## config.mk

```make
export PLATFORM = sky130hd
export DESIGN_NAME = dmem_ctrl
export DESIGN_NICKNAME = d
export VERILOG_FILES = /design/src/rtl/dmem_pkg.sv /design/src/rtl/dmem_lane_fmt.sv /design/src/rtl/dmem_ctrl.sv
export SDC_FILE = /design/constraint.sdc
export NUM_CORES = 1
export LEC_CHECK = 0
export CORE_ASPECT_RATIO = 1.25
export CORE_MARGIN = 2
export CORE_UTILIZATION = 41
export DETAILED_ROUTE_END_ITERATION = 6
export GPL_TIMING_DRIVEN = 0
export MAX_ROUTING_LAYER = met4
export PLACE_DENSITY_LB_ADDON = 0.3
export SLEW_MARGIN = 30
export SYNTH_ARGS = -nofsm -noshare
export SYNTH_HDL_FRONTEND = slang
export SYNTH_SLANG_ARGS = --single-unit
```

## constraint.sdc

```tcl
create_clock -name clk -period 4.9 [get_ports clk]
set_input_delay 0.735 -clock clk [delete_from_list [all_inputs] [get_ports clk]]
set_output_delay 0.735 -clock clk [all_outputs]
set_load 0.01 [all_outputs]
```

## src/rtl/dmem_pkg.sv

```systemverilog
// Shared definitions for the data-memory controller: funct3 width codes,
// controller state type and the default BRAM word-address width.
package dmem_pkg;

    localparam int unsigned DMEM_ADDR_W = 13;

    localparam logic [2:0] F3_B  = 3'd0;
    localparam logic [2:0] F3_H  = 3'd1;
    localparam logic [2:0] F3_W  = 3'd2;
    localparam logic [2:0] F3_BU = 3'd4;
    localparam logic [2:0] F3_HU = 3'd5;

    typedef enum logic [1:0] {
        ST_IDLE,
        ST_LD_WAIT,
        ST_RMW_RD,
        ST_RMW_WR
    } dmem_state_t;

    // Misaligned half/word accesses and funct3 codes with no matching access width.
    function automatic logic req_illegal(input logic we, input logic [2:0] f3,
                                         input logic [1:0] lo);
        logic ill;
        ill = 1'b0;
        case (f3)
            F3_B, F3_BU: ill = 1'b0;
            F3_H, F3_HU: ill = lo[0];
            F3_W:        ill = (lo != 2'b00);
            default:     ill = 1'b1;
        endcase
        if (we && (f3 >= 3'd3))
            ill = 1'b1;
        return ill;
    endfunction

endpackage

```

## src/rtl/dmem_lane_fmt.sv

```systemverilog
// Lane formatting for the data-memory controller: load byte/half extraction
// with sign/zero extension, and sub-word lane replacement for store merges.
module dmem_lane_fmt
    import dmem_pkg::*;
(
    input  logic [31:0] dout,
    input  logic [1:0]  addr_lo,
    input  logic [2:0]  funct3,
    input  logic [15:0] wdata,
    output logic [31:0] load_data,
    output logic [31:0] merge_data
);

    logic [7:0]  byte_sel;
    logic [15:0] half_sel;

    always_comb begin
        byte_sel = dout[7:0];
        case (addr_lo)
            2'd0: byte_sel = dout[7:0];
            2'd1: byte_sel = dout[15:8];
            2'd2: byte_sel = dout[23:16];
            2'd3: byte_sel = dout[31:24];
            default: byte_sel = dout[7:0];
        endcase
        half_sel = addr_lo[1] ? dout[31:16] : dout[15:0];
    end

    always_comb begin
        load_data = dout;
        case (funct3)
            F3_B:    load_data = {{24{byte_sel[7]}}, byte_sel};
            F3_BU:   load_data = {24'd0, byte_sel};
            F3_H:    load_data = {{16{half_sel[15]}}, half_sel};
            F3_HU:   load_data = {16'd0, half_sel};
            default: load_data = dout;
        endcase
    end

    // Only sb/sh reach the merge path, so funct3[1:0] alone picks byte vs half.
    always_comb begin
        merge_data = dout;
        if (funct3[1:0] == 2'b00) begin
            case (addr_lo)
                2'd0: merge_data[7:0]   = wdata[7:0];
                2'd1: merge_data[15:8]  = wdata[7:0];
                2'd2: merge_data[23:16] = wdata[7:0];
                2'd3: merge_data[31:24] = wdata[7:0];
                default: merge_data = dout;
            endcase
        end else if (addr_lo[1]) begin
            merge_data[31:16] = wdata;
        end else begin
            merge_data[15:0] = wdata;
        end
    end

endmodule

```

## src/rtl/dmem_ctrl.sv

```systemverilog
// Data-memory controller between the MEM stage and a word-wide BRAM with a
// single write enable: word stores direct, sub-word stores via read-modify-write.
module dmem_ctrl
    import dmem_pkg::*;
#(
    parameter int unsigned ADDR_W = DMEM_ADDR_W
) (
    input  logic              clk,
    input  logic              rst_n,
    input  logic              req_valid,
    input  logic              req_we,
    input  logic [2:0]        req_funct3,
    input  logic [31:0]       req_addr,
    input  logic [31:0]       req_wdata,
    output logic              stall,
    output logic              rvalid,
    output logic [31:0]       rdata,
    output logic              access_err,
    output logic              mem_we,
    output logic [ADDR_W-1:0] mem_addr,
    output logic [31:0]       mem_din,
    input  logic [31:0]       mem_dout
);

    dmem_state_t state, state_nxt;
    logic [31:0] merged_q;
    logic        merge_en;
    logic        illegal;
    logic [31:0] load_data;
    logic [31:0] merge_data;
    logic        unused_addr_hi;

    assign unused_addr_hi = ^req_addr[31:ADDR_W+2];
    assign mem_addr       = req_addr[ADDR_W+1:2];
    assign illegal        = req_illegal(req_we, req_funct3, req_addr[1:0]);

    dmem_lane_fmt u_lane_fmt (
        .dout       (mem_dout),
        .addr_lo    (req_addr[1:0]),
        .funct3     (req_funct3),
        .wdata      (req_wdata[15:0]),
        .load_data  (load_data),
        .merge_data (merge_data)
    );

    always_ff @(posedge clk) begin
        if (!rst_n) begin
            state    <= ST_IDLE;
            merged_q <= '0;
        end else begin
            state <= state_nxt;
            if (merge_en)
                merged_q <= merge_data;
        end
    end

    always_comb begin
        state_nxt  = state;
        stall      = 1'b0;
        rvalid     = 1'b0;
        access_err = 1'b0;
        mem_we     = 1'b0;
        merge_en   = 1'b0;
        mem_din    = req_wdata;
        case (state)
            ST_IDLE: begin
                if (req_valid) begin
                    if (illegal) begin
                        access_err = 1'b1;
                    end else if (req_we) begin
                        if (req_funct3 == F3_W) begin
                            mem_we = 1'b1;
                        end else begin
                            stall     = 1'b1;
                            state_nxt = ST_RMW_RD;
                        end
                    end else begin
                        stall     = 1'b1;
                        state_nxt = ST_LD_WAIT;
                    end
                end
            end
            ST_LD_WAIT: begin
                rvalid    = 1'b1;
                state_nxt = ST_IDLE;
            end
            ST_RMW_RD: begin
                stall     = 1'b1;
                merge_en  = 1'b1;
                state_nxt = ST_RMW_WR;
            end
            ST_RMW_WR: begin
                mem_we    = 1'b1;
                mem_din   = merged_q;
                state_nxt = ST_IDLE;
            end
            default: state_nxt = ST_IDLE;
        endcase
        // Reset overrides the handshake so an interrupted RMW never writes.
        if (!rst_n) begin
            stall      = 1'b0;
            rvalid     = 1'b0;
            access_err = 1'b0;
            mem_we     = 1'b0;
            merge_en   = 1'b0;
        end
    end

    assign rdata = rvalid ? load_data : '0;

endmodule

```

==> flow_metrics.env, run 1 <==
export IMPL_run_status="finished, final reports clean"
export IMPL_p_seq_share_pct=33.7
export IMPL_pin_count=184
export IMPL_rrSetupSlack_ns=3.02
export IMPL_fin_area_sq_um=4700
export IMPL_cap_violations=0
export IMPL_async_flop_share_pct=0
export IMPL_clkTransAtPathRegs_ns=0.07
export IMPL_rsz0062_at_grt="no"
export IMPL_p_switching_mw=0.441
export IMPL_p_per_area_nw_per_um2=256
export IMPL_peakVddDrop_uv=157
export IMPL_max_freq_ghz=0.226
export IMPL_r2r_start="state[0]"
export IMPL_yosysSeqAreaShare_pct=22.8
export IMPL_r2r_end="merged_q[31]"
export IMPL_grt_pass1_wl_um=17600
export IMPL_setup_ws_ns=0.480
export IMPL_cp_startpoint="req_addr[1]"
export IMPL_hold_viol_final=0
export IMPL_placed_cell_area_sq_um=4610
export IMPL_yosys_cell_count_top_type="o21ai_0"
export IMPL_clk_latency_ns=0.29
export IMPL_max_stage_delay_ns=0.72
export IMPL_grt_max_degree=11
export IMPL_worst_setup_path_start_kind="input pin"
export IMPL_cp_required_ns=4.16
export IMPL_synth_edf_count=0
export IMPL_crit_chain="clkdlybuf4s50_1 -> clkbuf_1 -> mux2i_1 -> a2bb2oi_2 -> a2111oi_4 -> buf_6 -> a21o_1 -> clkdlybuf4s50_1"
export IMPL_rr_worst_depth=6
export IMPL_dieHeight_um=99.5
export IMPL_finalCritPeriodShare_pct=90.2
export IMPL_yosys_register_bits=34
export IMPL_area_growth_pct=57.4
export IMPL_hold_path_class="reg2reg"
export IMPL_finish_net_count=639
export IMPL_worst_pin_slew_ns=1.06
export IMPL_wl_um=11600
export IMPL_syn_inst=374
export IMPL_power_frac_comb_pct=48.2
export IMPL_crit_end="rdata[25]"
export IMPL_first_global_vias=3506
export IMPL_cts_buffers_inserted=5
export IMPL_worstPathMaxFanout=10
export IMPL_period_needed_ns=4.42
export IMPL_vias_per_cell=5.67
export IMPL_ys_types=41
export IMPL_finalSetupTns_ns=0
export IMPL_diodes=0
export IMPL_criticalPathCategory="in2out"
export IMPL_synthTopCellsByCount="52 x o21ai_0, 51 x mux2_2, 45 x a21oi_1"
export IMPL_detail_route_wl_per_cell_um=18.6
export IMPL_grt_use_total_pct=29.1
export IMPL_place_ws_ns=0.543
export IMPL_leakage_nw=1.90
export IMPL_cts_sink_count=34
export IMPL_crit_path_frequent_cell="clkdlybuf4s50_1"
export IMPL_fin_worst_skew_ns=0.00538
export IMPL_drive_gt1_share_pct=15.4
export IMPL_path_delay_family="buffers and inverters"
export IMPL_dr_pass1_iters=5
export IMPL_overflow=0
export IMPL_p_clk_share_pct=18.2
export IMPL_synth_largest_area_cell="dfxtp_1"
export IMPL_finalSetupViolCount=0
export IMPL_antenna_found_initial=0
export IMPL_postRouteAntennaNets=0
export IMPL_drt_iter0_markers=242
export IMPL_max_slew_margin_pct=28.9
export IMPL_vias=3532
export IMPL_swShare_pct=36.7
export IMPL_p_int_mw=0.761
export IMPL_start_util_pct=42.6
export IMPL_slew_viol_final=0
export IMPL_row_count=34
export IMPL_endpoint_kind="primary output"
export IMPL_htreeDepth=2
export IMPL_cts_root_buf="clkbuf_8"
export IMPL_die_area_sq_um=7990
export IMPL_worstPathArrival_ns=3.69
export IMPL_crit_slowest_cell="a2111oi_4"
export IMPL_cts_resized=0
export IMPL_die_w_um=80.4
export IMPL_io_buffers=151
export IMPL_cts_buffer_depth=2
export IMPL_synth_area_per_cell_sq_um=7.99
export IMPL_core_area_sq_um=7020
export IMPL_drc=0
export IMPL_path_buf_inv=4
export IMPL_syn_area_sq_um=2990
export IMPL_yosys_warnings=0
export IMPL_cts_tree="yes"
export IMPL_hpwl_um=9060
export IMPL_cp_depth=8
export IMPL_postCtsHoldBufs=0
export IMPL_synth_ff_type="dfxtp_1"
export IMPL_gp_congestion=0.972
export IMPL_yosys_top_cells_area="dfxtp_1 23%, mux2_2 19%, o21ai_0 8.7%"
export IMPL_syn_nets=481
export IMPL_yosysTopAreaCellShare_pct=22.8
export IMPL_cts_setup_buffers=0
-- area by class of cell --
| class | count | area [sq um] |
|---|---|---|
| Inverter | 10 | 37.5 |
| Multi-Input combinational cell | 286 | 2050 |
| Clock inverter | 1 | 5.00 |
| Fill cell | 627 | 2310 |
| Sequential cell | 34 | 681 |
| Timing Repair Buffer | 151 | 1510 |
| Buffer | 44 | 225 |
| Clock buffer | 7 | 86.3 |
| Tap cell | 90 | 113 |
-- worst min-delay path by stage --
stage / startpoint / end / slack [ns] / cells past startpoint
floorplan: merged_q[14] / merged_q[14] / 0.44 / 2
global placement: merged_q[15] / merged_q[15] / 0.45 / 2
CTS: merged_q[15] / merged_q[15] / 0.49 / 2
global route: merged_q[26] / merged_q[26] / 0.52 / 2
detailed placement: merged_q[25] / merged_q[25] / 0.48 / 2
finish: merged_q[25] / merged_q[25] / 0.49 / 2
-- worst register-to-register path: cells and delay by family, from the launching register on --
kind | cells | cell delay [ns]
simple gates | 1 | 0.33
fa+ha+maj | 1 | 0.18
compound gates | 2 | 0.47
buf+inv | 2 | 0.51
flops | 1 | 0.35
-- power groups by stage --
stage,Sequential [mW],Clock (mW),Combinational [mW]
after floorplan,0.394,0,0.312
after global placement,0.406,0,0.558
after detailed placement,0.408,0,0.571
after CTS,0.403,0.217,0.575
after global routing,0.413,0.225,0.627
final,0.405,0.218,0.579
-- metal layers --
metal	vias up	share of wire [%]	global-route usage, %
li1	1674	-	-
met1	1629	40	36.0
met2	207	49	48.6
met3	22	8.1	3.90
met4	0	2.2	9.65
met5	-	0	-
-- logic make-up (layout without fill, tap and decap cells) --
logic type	after synthesis	after routing	share of synthesized area, %
AO/OA/AOI/OAI	140	140	27.9
flip-flops	34	34	22.8
buffers and inverters	54	213	8.79
adder cells (fa/ha/maj)	4	4	1.67
AND/OR/NAND/NOR	67	67	11.6
multiplexers	75	75	27.2
-- through the flow --
step                      total power, mW  utilization (%)  instances  hold slack [ns]
final                                1.20             67.0        623            0.486
after global routing                 1.26             67.0        623            0.521
after CTS                            1.19             67.0        623            0.486
after detailed placement            0.979             65.7        615            0.475
after global placement              0.964             65.7        615            0.452
after floorplan                     0.706                -        374            0.438
-- flip-flops by register name (all words and copies together), names as in the netlist --
register / flops
state: 2
merged_q: 32
-- placed cells by master, fill, tap and decap left out, drive strengths merged, types with 2 or more instances in the layout --
master / instances
or3: 2
mux2i: 24
o211ai: 2
a21o: 17
nor3: 3
dfxtp: 34
mux2: 51
o22ai: 9
inv: 10
nor3b: 2
nand3: 10
ha: 4
clkdlybuf4s50: 151
nand3b: 4
nand2: 16
and2: 2
nor2: 14
a221oi: 4
buf: 19
a21oi: 45
clkbuf: 32
o31ai: 2
nand2b: 8
a211oi: 2
o21ai: 52
Power figures use the tool's default switching activity.
==> inputs of run 2 (changes only) <==
--- a/config.mk
+++ b/config.mk
@@ -12,6 +12,7 @@
 export GPL_TIMING_DRIVEN = 0
 export MAX_ROUTING_LAYER = met4
 export PLACE_DENSITY_LB_ADDON = 0.3
+export REMOVE_ABC_BUFFERS = 1
 export SLEW_MARGIN = 30
 export SYNTH_ARGS = -nofsm -noshare
 export SYNTH_HDL_FRONTEND = slang
==> run 2 against run 1 <==
  * Flip-flop and latch count did not move
  * Combinational power is 7.3% lower
  * Maximum frequency is 4.7% lower
  * Worst hold slack got worse by 0.021 ns
  * Sequential share of layout area is 0.89 points higher
  * First-iteration DRC count down 29%
  * Total power is 1.4% lower
  * Via count is 7.6% lower
  * Critical path type unchanged
==> flow_metrics.env, run 2 (synthesized netlist as in run 1, its figures left out) <==
export IMPL_max_stage_delay_ns=0.74
export IMPL_path_delay_family="buffers and inverters"
export IMPL_period_needed_ns=4.64
export IMPL_cts_root_buf="clkbuf_8"
export IMPL_hold_path_class="reg2reg"
export IMPL_first_global_vias=3260
export IMPL_fillers=659
export IMPL_overflow=0
export IMPL_finalSetupTns_ns=0
export IMPL_cts_buffers_inserted=5
export IMPL_endpoint_kind="primary output"
export IMPL_swShare_pct=35.0
export IMPL_crit_chain="clkdlybuf4s50_1 -> or3_4 -> a2bb2oi_2 -> a2111oi_4 -> buf_4 -> buf_4 -> a21o_1 -> clkdlybuf4s50_1"
export IMPL_clk_latency_ns=0.29
export IMPL_cp_required_ns=4.16
export IMPL_drc=0
export IMPL_cp_startpoint="req_funct3[0]"
export IMPL_rrSetupSlack_ns=2.76
export IMPL_detail_route_wl_per_cell_um=18.8
export IMPL_die_w_um=80.4
export IMPL_drt_iter0_markers=173
export IMPL_layout_common_cells="138 x clkdlybuf4s50_1, 52 x o21ai_0, 51 x mux2_2, 45 x a21oi_1, 34 x dfxtp_1"
export IMPL_hold_viol_final=0
export IMPL_finalCritPeriodShare_pct=94.7
export IMPL_multi_input_area_sq_um=2060
export IMPL_hpwl_um=7820
export IMPL_row_count=34
export IMPL_htreeDepth=2
export IMPL_p_switching_mw=0.415
export IMPL_vias=3265
export IMPL_max_freq_ghz=0.216
export IMPL_cts_buffer_depth=2
export IMPL_p_seq_share_pct=33.9
export IMPL_power_frac_comb_pct=45.3
export IMPL_worstPathMaxFanout=18
export IMPL_postRouteAntennaNets=0
export IMPL_clkTransAtPathRegs_ns=0.07
export IMPL_slew_viol_final=0
export IMPL_area_growth_pct=48.2
export IMPL_worstPathArrival_ns=3.90
export IMPL_min_from="merged_q[15]"
export IMPL_fin_worst_skew_ns=0.00503
export IMPL_cts_tree="yes"
export IMPL_dr_pass1_iters=5
export IMPL_p_per_area_nw_per_um2=268
export IMPL_finish_net_count=587
export IMPL_r2r_start="state[0]"
export IMPL_largest_reg_flops=32
export IMPL_start_util_pct=42.6
export IMPL_max_slew_margin_pct=41.4
export IMPL_seq_area_sq_um=681
export IMPL_grt_pass1_wl_um=16400
export IMPL_final_common_cell="clkdlybuf4s50_1"
export IMPL_placed_cell_area_sq_um=4320
export IMPL_cts_resized=0
export IMPL_worst_setup_path_start_kind="input pin"
export IMPL_place_ws_ns=0.274
export IMPL_vias_per_cell=5.72
export IMPL_run_status="finished, final reports clean"
export IMPL_rsz0062_at_grt="no"
export IMPL_grt_max_degree=48
export IMPL_antenna_found_initial=0
export IMPL_cts_sink_count=34
export IMPL_setup_ws_ns=0.260
export IMPL_finalSetupViolCount=0
export IMPL_dieHeight_um=99.5
export IMPL_diodes=0
export IMPL_path_buf_inv=4
export IMPL_hold_ws_ns=0.466
export IMPL_postCtsHoldBufs=0
export IMPL_grt_use_total_pct=27.1
export IMPL_pin_count=184
export IMPL_peakVddDrop_uv=140
export IMPL_crit_slowest_cell="clkdlybuf4s50_1"
export IMPL_leakage_nw=1.77
export IMPL_gp_congestion=0.993
export IMPL_fin_area_sq_um=4430
export IMPL_die_area_sq_um=7990
export IMPL_criticalPathCategory="in2out"
export IMPL_p_clk_share_pct=20.9
export IMPL_wl_um=10800
export IMPL_top_regs="merged_q (32), state (2)"
export IMPL_cap_violations=0
export IMPL_worst_pin_slew_ns=0.876
export IMPL_p_int_mw=0.771
export IMPL_core_area_sq_um=7020
export IMPL_drive_gt1_share_pct=15.6
export IMPL_io_buffers=140
export IMPL_cts_setup_buffers=0
export IMPL_regMostFlops="merged_q"
run 2: metal layers:
metal	vias to the layer above	GRT usage (%)	wire length (um)	part of all wire (%)
met5	-	-	0	0
met4	0	7.43	129	1.2
met3	12	8.26	1010	9.4
met2	165	44.9	5360	50
met1	1518	31.6	4260	40
li1	1570	-	-	-
run 2: layout make-up:
| cell class | count | area share (%) |
|---|---|---|
| Tap cell | 90 | 2.54 |
| Timing Repair Buffer | 143 | 32.4 |
| Sequential cell | 34 | 15.4 |
| Inverter | 10 | 0.847 |
| Multi-Input combinational cell | 286 | 46.4 |
| Clock buffer | 8 | 2.49 |
run 2: per-stage QoR:
step           power, mW  std cells  util (%)
6_report            1.19        571      63.1
4_1_cts             1.19        571      63.1
3_5_place_dp       0.940        563      61.6
3_3_place_gp       0.921        560      60.9
2_1_floorplan      0.672        330         -
5_1_grt             1.26        571      63.1
run 2: worst min-delay path: stages (launching register included):
cell     delay, ns
dfxtp_1       0.31
nand3_1       0.06
o31ai_1       0.06
run 2: worst paths after layout:
kind | depth (start not counted) | end
setup / recovery | 8 | rdata[24]
hold / removal | 2 | merged_q[15]
setup reg to reg | 6 | state[1]
hold reg to reg | 2 | merged_q[15]
run 2: power by group through the flow:
| stage | registers [mW] | clock network, mW | logic (mW) |
|---|---|---|---|
| after floorplan | 0.394 | 0 | 0.279 |
| after global placement | 0.403 | 0 | 0.518 |
| after detailed placement | 0.407 | 0 | 0.534 |
| after CTS | 0.401 | 0.254 | 0.537 |
| after global routing | 0.411 | 0.266 | 0.585 |
| final | 0.401 | 0.247 | 0.537 |
==> inputs of run 3 (changes only) <==
--- a/config.mk
+++ b/config.mk
@@ -8,6 +8,7 @@
 export CORE_ASPECT_RATIO = 1.25
 export CORE_MARGIN = 2
 export CORE_UTILIZATION = 41
+export CTS_CLUSTER_SIZE = 30
 export DETAILED_ROUTE_END_ITERATION = 6
 export GPL_TIMING_DRIVEN = 0
 export MAX_ROUTING_LAYER = met4
==> results of run 3 <==
Same layout as run 2: the final DEF is identical, and so are final timing and power.
